**src/rtl/dmem_pkg.sv**
```systemverilog
// Shared widths, write-buffer entry type and byte-mask helper for the data-memory port.
package dmem_pkg;

  localparam int unsigned DATA_W = 2 ** 5;
  localparam int unsigned BYTES  = DATA_W / 8;
  localparam int unsigned ADDR_W = 12;

  typedef struct packed {
    logic [ADDR_W-1:0] addr;
    logic [BYTES-1:0]  mask;
    logic [DATA_W-1:0] data;
  } wb_entry_t;

  function automatic logic [DATA_W-1:0] mask_expand(input logic [BYTES-1:0] be);
    logic [DATA_W-1:0] bits;
    bits = '0;
    for (int b = 0; b < int'(BYTES); b++) begin
      bits[8*b +: 8] = {8{be[b]}};
    end
    return bits;
  endfunction

endpackage

```
**src/rtl/dmem_wbuf.sv**
```systemverilog
// In-order store write buffer: circular FIFO, per-entry address match and, when
// DMEM_FWD_EN is defined, the oldest-to-youngest store-to-load forwarding merge.
module dmem_wbuf
  import dmem_pkg::*;
#(
  parameter int unsigned CACHE_DEEPTHE = ADDR_W,
  parameter int unsigned WB_DEPTH      = 4
) (
  input  logic                       clk,
  input  logic                       rst,
  input  logic                       push_i,
  input  logic [CACHE_DEEPTHE-1:0]   push_addr_i,
  input  logic [BYTES-1:0]           push_mask_i,
  input  logic [DATA_W-1:0]          push_data_i,
  input  logic                       pop_i,
  input  logic [CACHE_DEEPTHE-1:0]   lookup_addr_i,
  output logic [$clog2(WB_DEPTH):0]  count_o,
  output logic [CACHE_DEEPTHE-1:0]   head_addr_o,
  output logic [BYTES-1:0]           head_mask_o,
`ifdef DMEM_FWD_EN
  output logic [DATA_W-1:0]          head_data_o,
  output logic [BYTES-1:0]           fwd_mask_o,
  output logic [DATA_W-1:0]          fwd_data_o
`else
  output logic [DATA_W-1:0]          head_data_o,
  output logic                       hit_o
`endif
);

  localparam int unsigned PtrW = $clog2(WB_DEPTH);

  wb_entry_t           mem_q [WB_DEPTH];
  logic [PtrW-1:0]     head_q, head_d, tail_q, tail_d;
  logic [PtrW:0]       count_q, count_d;
  logic [WB_DEPTH-1:0] match;

  always_comb begin
    head_d  = pop_i ? head_q + 1'b1 : head_q;
    tail_d  = push_i ? tail_q + 1'b1 : tail_q;
    count_d = count_q + (PtrW+1)'(push_i) - (PtrW+1)'(pop_i);
  end

  always_ff @(posedge clk or posedge rst) begin
    if (rst) begin
      head_q  <= '0;
      tail_q  <= '0;
      count_q <= '0;
    end else begin
      head_q  <= head_d;
      tail_q  <= tail_d;
      count_q <= count_d;
    end
  end

  // Storage needs no reset: entries outside the valid window are never read.
  always_ff @(posedge clk) begin
    if (push_i) begin
      mem_q[tail_q] <= wb_entry_t'{addr: ADDR_W'(push_addr_i), mask: push_mask_i,
                                   data: push_data_i};
    end
  end

  // An entry is live when its distance from head is below count.
  always_comb begin
    match = '0;
    for (int i = 0; i < int'(WB_DEPTH); i++) begin
      match[i] = ({1'b0, PtrW'(PtrW'(i) - head_q)} < count_q) &&
                 (mem_q[i].addr == ADDR_W'(lookup_addr_i));
    end
  end

  assign count_o     = count_q;
  assign head_addr_o = CACHE_DEEPTHE'(mem_q[head_q].addr);
  assign head_mask_o = mem_q[head_q].mask;
  assign head_data_o = mem_q[head_q].data;

`ifdef DMEM_FWD_EN
  logic [PtrW-1:0] idx;

  // Walk from head so younger stores overwrite older bytes.
  always_comb begin
    fwd_mask_o = '0;
    fwd_data_o = '0;
    idx        = '0;
    for (int k = 0; k < int'(WB_DEPTH); k++) begin
      idx = head_q + PtrW'(k);
      if (match[idx]) begin
        for (int b = 0; b < int'(BYTES); b++) begin
          if (mem_q[idx].mask[b]) begin
            fwd_mask_o[b]         = 1'b1;
            fwd_data_o[8*b +: 8]  = mem_q[idx].data[8*b +: 8];
          end
        end
      end
    end
  end
`else
  assign hit_o = |match;
`endif

endmodule

```
**src/rtl/dmem_port.sv**
```systemverilog
// Data-memory port: load/store handshake, load-over-drain SRAM arbitration and load response.
// Define DMEM_FWD_EN for store-to-load forwarding; otherwise matching loads wait for the drain.
module dmem_port
  import dmem_pkg::*;
#(
  parameter int unsigned CACHE_WIDTHE  = 5,
  parameter int unsigned CACHE_DEEPTHE = 12,
  parameter int unsigned WB_DEPTH      = 4
) (
  input  logic                          clk,
  input  logic                          rst,
  input  logic                          iReqValid,
  output logic                          oReqReady,
  input  logic                          iReqWr,
  input  logic [CACHE_DEEPTHE-1:0]      iReqAddr,
  input  logic [2**CACHE_WIDTHE/8-1:0]  iReqMask,
  input  logic [2**CACHE_WIDTHE-1:0]    iReqData,
  output logic                          oRdValid,
  output logic [2**CACHE_WIDTHE-1:0]    oRdData,
  output logic                          oSramEn,
  output logic                          oSramWe,
  output logic [CACHE_DEEPTHE-1:0]      oSramAddr,
  output logic [2**CACHE_WIDTHE-1:0]    oSramMask,
  output logic [2**CACHE_WIDTHE-1:0]    oSramWdata,
  input  logic [2**CACHE_WIDTHE-1:0]    iSramRdata,
  output logic                          oWbEmpty
);

  localparam int unsigned CntW = $clog2(WB_DEPTH) + 1;

  logic [CntW-1:0]          count;
  logic [CACHE_DEEPTHE-1:0] head_addr;
  logic [BYTES-1:0]         head_mask;
  logic [DATA_W-1:0]        head_data;
  logic                     wb_full, load_ok, accept, load_acc, store_acc, drain;
  logic                     rd_valid_q;
  logic                     wb_empty_q, wb_empty_d;

`ifdef DMEM_FWD_EN
  logic [BYTES-1:0]  fwd_mask, fwd_mask_q;
  logic [DATA_W-1:0] fwd_data, fwd_data_q, fwd_bits;
`else
  logic              hit;
`endif

  dmem_wbuf #(
    .CACHE_DEEPTHE (CACHE_DEEPTHE),
    .WB_DEPTH      (WB_DEPTH)
  ) u_wbuf (
    .clk           (clk),
    .rst           (rst),
    .push_i        (store_acc),
    .push_addr_i   (iReqAddr),
    .push_mask_i   (iReqMask),
    .push_data_i   (iReqData),
    .pop_i         (drain),
    .lookup_addr_i (iReqAddr),
    .count_o       (count),
    .head_addr_o   (head_addr),
    .head_mask_o   (head_mask),
`ifdef DMEM_FWD_EN
    .head_data_o   (head_data),
    .fwd_mask_o    (fwd_mask),
    .fwd_data_o    (fwd_data)
`else
    .head_data_o   (head_data),
    .hit_o         (hit)
`endif
  );

  assign wb_full = (count == CntW'(WB_DEPTH));

`ifdef DMEM_FWD_EN
  assign load_ok = 1'b1;
`else
  assign load_ok = ~hit;
`endif

  always_comb begin
    oReqReady  = 1'b0;
    oSramEn    = 1'b0;
    oSramWe    = 1'b0;
    oSramAddr  = '0;
    oSramMask  = '0;
    oSramWdata = '0;
    if (!rst) begin
      oReqReady = iReqWr ? ~wb_full : load_ok;
    end
    accept    = iReqValid & oReqReady;
    load_acc  = accept & ~iReqWr;
    store_acc = accept & iReqWr;
    // A full buffer cannot accept a store, so it always frees a slot on a load-free cycle.
    drain     = ~load_acc & (count != '0) & (wb_full | ~accept);
    if (load_acc) begin
      oSramEn   = 1'b1;
      oSramAddr = iReqAddr;
    end else if (drain) begin
      oSramEn    = 1'b1;
      oSramWe    = 1'b1;
      oSramAddr  = head_addr;
      oSramMask  = mask_expand(head_mask);
      oSramWdata = head_data;
    end
    wb_empty_d = ~store_acc & ((count == '0) | ((count == CntW'(1)) & drain));
  end

  always_ff @(posedge clk or posedge rst) begin
    if (rst) begin
      rd_valid_q <= 1'b0;
      wb_empty_q <= 1'b1;
    end else begin
      rd_valid_q <= load_acc;
      wb_empty_q <= wb_empty_d;
    end
  end

`ifdef DMEM_FWD_EN
  always_ff @(posedge clk or posedge rst) begin
    if (rst) begin
      fwd_mask_q <= '0;
      fwd_data_q <= '0;
    end else if (load_acc) begin
      fwd_mask_q <= fwd_mask;
      fwd_data_q <= fwd_data;
    end
  end

  assign fwd_bits = mask_expand(fwd_mask_q);
  assign oRdData  = rd_valid_q ? ((iSramRdata & ~fwd_bits) | (fwd_data_q & fwd_bits)) : '0;
`else
  assign oRdData  = rd_valid_q ? iSramRdata : '0;
`endif

  assign oRdValid = rd_valid_q;
  assign oWbEmpty = wb_empty_q;

endmodule
```
**config.mk**
```make
export PLATFORM = sky130hd
export DESIGN_NAME = dmem_port
export DESIGN_NICKNAME = d
export VERILOG_FILES = /design/src/rtl/dmem_pkg.sv /design/src/rtl/dmem_wbuf.sv /design/src/rtl/dmem_port.sv
export SDC_FILE = /design/constraint.sdc
export NUM_CORES = 1
export LEC_CHECK = 0
export CAP_MARGIN = 20
export CORE_ASPECT_RATIO = 0.7
export CORE_UTILIZATION = 48
export CTS_BUF_LIST = sky130_fd_sc_hd__clkbuf_8
export DETAILED_ROUTE_END_ITERATION = 8
export PLACE_DENSITY = 0.76
export SLEW_MARGIN = 20
export SYNTH_ARGS = -nofsm -noshare
export SYNTH_HDL_FRONTEND = slang
export SYNTH_SLANG_ARGS = --single-unit
```
**constraint.sdc**
```tcl
create_clock -name clk -period 3.6 [get_ports clk]
set_input_delay 0.54 -clock clk [delete_from_list [all_inputs] [get_ports clk]]
set_output_delay 0.54 -clock clk [all_outputs]
set_load 0.01 [all_outputs]
```
# [After elaboration in Yosys (flattened, before gate mapping)]
# Memory sizes are Yosys's and may differ from the RTL's.
# Cells that the tools add are included.
# Widths: inputs -> output; s select.
[classes] addsub=8 order_cmp=4 n_eq_ne=6 n_mux=14 n_bitwise=15 n_reduce_logical=7
[op_table] cell="$mux 32" count=5
[op_table] cell="$eq 12x12->1" count=4
[op_table] cell="$mux 12" count=2
[op_table] cell="$lt 2x3->1" count=4
[op_table] cell="$and 1x1->1" count=7
[op_table] cell="$mux 1" count=7
[op_table] cell="$not 1->1" count=6
[op_table] cell="$add 2x1->2 const B" count=2
[op_table] cell="$logic_and 1x1->1" count=4
[op_table] cell="$reduce_or 4->1" count=1
[op_table] cell="$sub 1x2->2 const A" count=2
[op_table] cell="$sub 2x2->2 const A" count=2
[op_table] cell="$add 3x1->3" count=1
[op_table] cell="$eq 3x1->1 const B" count=1
[op_table] cell="$eq 3x3->1 const B" count=1
[op_table] cell="$logic_not 3->1" count=1
[op_table] cell="$reduce_bool 3->1" count=1
[op_table] cell="$sub 3x1->3" count=1
[op_table] cell="$or 1x1->1" count=2
[word_totals] ff_bits=9 mem_bits_rw=192 input_bits=84 output_inout_bits=113 elab_cells=60 memories=1
[mem_list] memory="u_wbuf.mem_q" words=4 width=48 read_ports=5 rd_clocked_by_memory_dff=0 wr=1 line_no="dmem_wbuf.sv:32" text="wb_entry_t mem_q [WB_DEPTH];"

# [Longest topological paths before layout]
[logic_depth] ltp_word=15 depth_mapped=20 ltp_nobuf=15

# [Hierarchy]
# From an unflattened synthesis, not the netlist that was laid out.
[hier_totals] cells_unflattened=531 area_unflattened_um2=9127.5
[by_module_without_submodules] mod="dmem_wbuf" n_inst=1 cells_each=370 area_each_um2=7955.1 seq_area_each_um2=5940.7
[by_module_without_submodules] mod="dmem_port" n_inst=1 cells_each=161 area_each_um2=1172.4 seq_area_each_um2=51.3

# [Least setup slack after synthesis]
# OpenSTA, ideal clock, no wires.
[synth_timing] path_kind="register to register" startpoint="reg u_wbuf.head_q[1]" endpoint="reg u_wbuf.count_q[2] (netlist: u_wbuf.count_o[2])" setup_ns=0.131 t_arrival_ns=3.915 required_time_ns=3.469 path_slack_ns=-0.447 stages_incl_launch_ff=21 n_path_buf=5 period_less_slack_ns=4.047 path_cell_list="dfrtp_1 > clkbuf_1 > clkbuf_1 > clkbuf_1 > xnor2_1 > inv_1 > ha_1 > a21oi_1 > o211ai_1 > o22ai_4 > o31ai_2 > buf_6 > buf_12 > inv_1 > ha_1 > inv_1 > ha_1 > inv_1 > fa_1 > xnor2_1 > xnor2_1"
[synth_between] elab_chain_len=13 elab_cells_between_ends=26 classes_between="add/sub: 6; order compare: 4; mux: 2; bitwise: 9; reduce/logical: 5"
[synth_lines] item="from (decl)" line_no="dmem_wbuf.sv:33" text="logic [PtrW-1:0] head_q, head_d, tail_q, tail_d;"
[synth_lines] item="from (signal assigned)" line_no="dmem_wbuf.sv:45" text="head_q <= '0;"
[synth_lines] item="from (signal assigned)" line_no="dmem_wbuf.sv:49" text="head_q <= head_d;"
[synth_lines] item="$sub 1x2->2 / $sub 2x2->2 (equally long branches)" line_no="dmem_wbuf.sv:67" text="match[i] = ({1'b0, PtrW'(PtrW'(i) - head_q)} < count_q) &&"
[synth_lines] item="$lt 2x3->1" line_no="dmem_wbuf.sv:67"
[synth_lines] item="$logic_and 1x1->1" line_no="dmem_wbuf.sv:67"
[synth_lines] item="$reduce_or 4->1 (*)" line_no="dmem_wbuf.sv:98" text="assign hit_o = |match;"
[synth_lines] item="$not 1->1 (*)" line_no="dmem_port.sv:76" text="assign load_ok = ~hit;"
[synth_lines] item="$mux 1 (*)" line_no="dmem_port.sv:87" text="oReqReady = iReqWr ? ~wb_full : load_ok;"
[synth_lines] item="$mux 1 (*)" line_no="dmem_port.sv:86" text="if (!rst) begin"
[synth_lines] item="$and 1x1->1 (*)" line_no="dmem_port.sv:89" text="accept = iReqValid & oReqReady;"
[synth_lines] item="branches (longest 4 deep; another with $add 3x1->3)"
[synth_lines] item="$sub 3x1->3 (*)" line_no="dmem_wbuf.sv:40" text="count_d = count_q + (PtrW+1)'(push_i) - (PtrW+1)'(pop_i);"
[synth_lines] item="named net u_wbuf.count_d[2]" line_no="dmem_wbuf.sv:34" text="logic [PtrW:0] count_q, count_d;"
[synth_lines] item="to (signal assigned)" line_no="dmem_wbuf.sv:51" text="count_q <= count_d;"
[synth_lines] item="to (decl)" line_no="dmem_wbuf.sv:34"
# Mark *: on every way through the listed nets, which the timed path passes.
# A chain may end at the register's enable or synchronous reset.

# [Final worst setup path]
[layout_timing] startpoint="reg u_wbuf.head_q[0]" endpoint="out oSramMask[30]"
[layout_between] elab_chain_len=14 elab_cells_between_ends=26 classes_between="add/sub: 4; order compare: 4; mux: 4; bitwise: 8; reduce/logical: 5; memory: 1"
[layout_lines] item="$sub 1x2->2 / $sub 2x2->2 (equally long branches)" line_no="dmem_wbuf.sv:67"
[layout_lines] item="$lt 2x3->1" line_no="dmem_wbuf.sv:67"
[layout_lines] item="$logic_and 1x1->1" line_no="dmem_wbuf.sv:67"
[layout_lines] item="$reduce_or 4->1" line_no="dmem_wbuf.sv:98"
[layout_lines] item="$not 1->1" line_no="dmem_port.sv:76"
[layout_lines] item="$mux 1" line_no="dmem_port.sv:87"
[layout_lines] item="$mux 1" line_no="dmem_port.sv:86"
[layout_lines] item="$and 1x1->1" line_no="dmem_port.sv:89"
[layout_lines] item="$and 1x1->1" line_no="dmem_port.sv:90" text="load_acc = accept & ~iReqWr;"
[layout_lines] item="$not 1->1" line_no="dmem_port.sv:93" text="drain = ~load_acc & (count != '0) & (wb_full | ~accept);"
[layout_lines] item="$and 1x1->1 (2 in a row)" line_no="dmem_port.sv:93"
[layout_lines] item="$mux 32" line_no="dmem_port.sv:97" text="end else if (drain) begin"
[layout_lines] item="$mux 32 (*)" line_no="dmem_port.sv:94" text="if (load_acc) begin"
[layout_lines] item="to (decl)" line_no="dmem_port.sv:23" text="output logic [2**CACHE_WIDTHE-1:0] oSramMask,"
# Mark *: on every way between the ends. The rest lies on a longest branch, timed or not.

==> implementation parameters <==
Parameter                              Value

CTS
  Clock edge transition at the registers on the reported setup and hold paths    around 70 ps
  TritonCTS Sinks    around 200
  Hold buffer count at CTS    0
  TritonCTS buffer count    31
  Later-pin clock latency in the skew report    roughly 560 ps
  CTS tree    done
  CTS Root Buffer Type    sky130_fd_sc_hd__clkbuf_8
  Maximum clock path buffer count    3
  H-Tree Level Count    1

Layout
  Final standard cell utilization of the core    roughly 66%
  Layout area overhead    31.4%
  Number of nets in the layout    855
  Fraction of layout cells with a size suffix above 1    ~34%
  Most common cell after layout, fill and taps aside    sky130_fd_sc_hd__edfxtp_1
  Antenna diode count    0
  Filler cells    between 1k and 1.5k
  Commonest non-fill, non-tap cells in the layout    sky130_fd_sc_hd__edfxtp_1 (192), sky130_fd_sc_hd__clkdlybuf4s50_1 (113), sky130_fd_sc_hd__buf_4 (54)

Yosys
  Mean instance size in the synthesized netlist    between 15 and 20 um^2
  Cells after synthesis    around 530
  Number of distinct library cells after synthesis    39
  Number of synthesized flops with an enable pin    about 190
  Most used flip-flop cell after synthesis    sky130_fd_sc_hd__edfxtp_1
  Number of synthesized register bits    201
  Synth top area share    63.0%
  Cell type with the highest aggregate area in the netlist    sky130_fd_sc_hd__edfxtp_1
  Portion of the post-synthesis area used by sequential elements    roughly 65%
  Share of flip-flops with an asynchronous set or reset after synthesis    approximately 4.5%
  Post-synthesis net count    between 600 and 700
  Synth Warn #    0
  Dominant cells by area after synthesis    sky130_fd_sc_hd__edfxtp_1 (63%), sky130_fd_sc_hd__mux4_2 (12%), sky130_fd_sc_hd__xor2_1 (3.4%)
  Area of the mapped netlist    between 0.009 and 0.01 mm^2

Global route
  GRT Resource Usage Total    a little over a fifth
  Antenna violations before repair    2
  Maximum number of pins on one net before global-route repair    38
  Wire length of the first global-routing pass    32.5 mm
  Vias in the first global route    approximately 5.8k
  Total overflow reported by the global router    0

Route
  Iteration-0 DRC count of the detailed router    between 300 and 400
  Final routed wirelength across all metal layers    approximately 20 mm
  Drt via density    5.27
  Number of remaining DRC errors    0
  Iteration count of the initial detailed-routing pass    4
  Via total after detailed routing    around 5.4k
  Remaining antenna violation count    0
  Avg WL per Cell    ~20 um

Pwr
  Power, Total    7.91 mW
  Peak ir drop on the vdd network    about 540 uV
  Total leakage power    4.42 nW
  Pwr per Cell Area    approximately 660 mW/mm^2

Die
  Area enclosed by the die boundary    just under 0.02 mm^2
  Floorplan die height    around 120 um
  Die width    approximately 170 um
  Count of boundary I/O pins    197
  Starting Density    approximately 50%
  Std cell rows    41
  Core outline area    roughly 0.018 mm^2

Critical path
  Worst-path maximum fanout    8
  Kind of critical path    reg2out
  CP required    slightly above 3000 ps
  Endpoint kind of the worst setup timing path    primary output
  Worst Setup Start Kind    flop
  Arrival time worst endpoint    3070 ps

Timing
  Clock skew after layout    between 15 and 20 ps
  Actual slew at the worst max-slew pin    between 600 and 700 ps
  Highest achievable clock rate    277 MHz
  Number of slew-limit violations in the final report    0
  Final setup fails    5
  Final worst-path cycle share    100%
  Unrepaired setup endpoints after global routing    yes
  Total count of hold-check failures in the final report    0
  Max-slew headroom at the worst pin    57.9%
  Post-route worst setup slack    -13.9 ps
  Hold WS    around 430 ps
  Minimum clock period    3610 ps

Placement
  DP HPWL    approximately 13 mm
  PortBufs    roughly 200
  Final weighted congestion of routability-driven global placement    0.826

Run
  Number of violations of the max-capacitance limit    0

Outcome
  Violations in the final reports    setup timing
  Outcome    complete, but fails checks

Worst hold path
  Hold WC Path Type    in2async
-- stage by stage --
stage / worst slack (ps) / setup TNS (ps) / instance area (um^2) / std cells
2_1_floorplan: 45.3 / 0 / 9190 / 529
3_3_place_gp: -539 / -35680 / 11400 / 943
3_5_place_dp: -563 / -33530 / 11400 / 943
4_1_cts: -29.0 / -224 / 12100 / 1020
5_1_grt: -117 / -1050 / 12000 / 1019
6_report: -13.9 / -58.9 / 12000 / 1019
-- path summary, 6_finish.rpt --
path | startpoint | end | slack (ps) | depth (start not counted)
setup / recovery | u_wbuf.head_q[0]$_DFFE_PP0N_ | oSramMask[30] | -10 | 12
hold / removal | rst | u_wbuf.head_q[0]$_DFFE_PP0N_ | 430 | 3
setup reg to reg | u_wbuf.head_q[0]$_DFFE_PP0N_ | u_wbuf.count_o[2]$_DFF_PP0_ | 120 | 18
hold reg to reg | u_wbuf.count_o[0]$_DFF_PP0_ | oWbEmpty$_DFF_PP1_ | 580 | 1
max in group asynchronous | rst | oWbEmpty$_DFF_PP1_ | 2840 | 3
min in group clk | iReqAddr[7] | u_wbuf.mem_q[2][43]$_DFFE_PP_ | 510 | 1
-- sequential cells by signal, summed over array words and instances, names as in the netlist --
signal          cells
u_wbuf.count_o      3
u_wbuf.mem_q      192
u_wbuf.head_q       2
oWbEmpty            1
oRdValid            1
u_wbuf.tail_q       2
-- power by group --
part | total (mW) | internal [mW] | switching [mW]
logic | 3.38 | 1.80 | 1.58
clock network | 1.68 | 0.826 | 0.849
registers | 2.85 | 2.75 | 0.107
-- cell families after synthesis --
group	synth area share [%]
fa+ha+maj	1.59
compound gates	1.34
xor+xnor	5.25
flops	65.5
simple gates	7.68
buf+inv	4.92
mux	13.7
-- layout make-up --
class | count | area, um^2 | area share [%]
Inverter | 12 | 45.0 | 0.375
Multi-Input combinational cell | 254 | 2870 | 23.9
Clock inverter | 24 | 106 | 0.885
Clock buffer | 32 | 440 | 3.66
Timing Repair Buffer | 260 | 2270 | 18.8
Tap cell | 236 | 295 | 2.46
Sequential cell | 201 | 6000 | 49.9
-- what timing repair did --
action | in CTS | in global routing
setup buffers | 19 | 4
setup endpoints to repair | 81 | 79
gates resized for setup | 247 | 61
pin swaps | 11 | 7
cloned | 2 | 0
-- layer usage --
| metal | vias up | share of wire [%] | GRT usage (%) |
|---|---|---|---|
| met3 | 23 | 8.3 | 5.78 |
| met5 | - | 0.11 | 0 |
| met1 | 2704 | 42 | 28.6 |
| li1 | 2414 | - | - |
| met2 | 230 | 49 | 36.3 |
| met4 | 4 | 0.93 | 3.82 |
-- cell usage after synthesis (7+ instances only) --
| library cell | instances |
|---|---|
| sky130_fd_sc_hd__inv_1 | 12 |
| sky130_fd_sc_hd__xnor2_1 | 17 |
| sky130_fd_sc_hd__nor2b_2 | 7 |
| sky130_fd_sc_hd__dfrtp_1 | 8 |
| sky130_fd_sc_hd__buf_4 | 31 |
| sky130_fd_sc_hd__ha_1 | 10 |
| sky130_fd_sc_hd__clkbuf_1 | 11 |
| sky130_fd_sc_hd__mux4_2 | 48 |
| sky130_fd_sc_hd__xor2_1 | 36 |
| sky130_fd_sc_hd__nor2b_1 | 30 |
| sky130_fd_sc_hd__edfxtp_1 | 192 |
| sky130_fd_sc_hd__and2_1 | 48 |
| sky130_fd_sc_hd__mux2_4 | 8 |
| sky130_fd_sc_hd__nor4_1 | 9 |
| sky130_fd_sc_hd__buf_2 | 16 |
-- critical path, stage by stage, from the launching register on --
cell                            delay, ps
sky130_fd_sc_hd__dfrtp_4              510
sky130_fd_sc_hd__xnor2_4              200
sky130_fd_sc_hd__inv_2                 70
sky130_fd_sc_hd__ha_4                 260
sky130_fd_sc_hd__a21oi_2               50
sky130_fd_sc_hd__o211ai_1             270
sky130_fd_sc_hd__o22ai_4              150
sky130_fd_sc_hd__o31ai_4              250
sky130_fd_sc_hd__buf_12               160
sky130_fd_sc_hd__buf_6                120
sky130_fd_sc_hd__nor2b_1               50
sky130_fd_sc_hd__buf_4                150
sky130_fd_sc_hd__dlygate4sd2_1        280
Power figures use the tool's default switching activity.
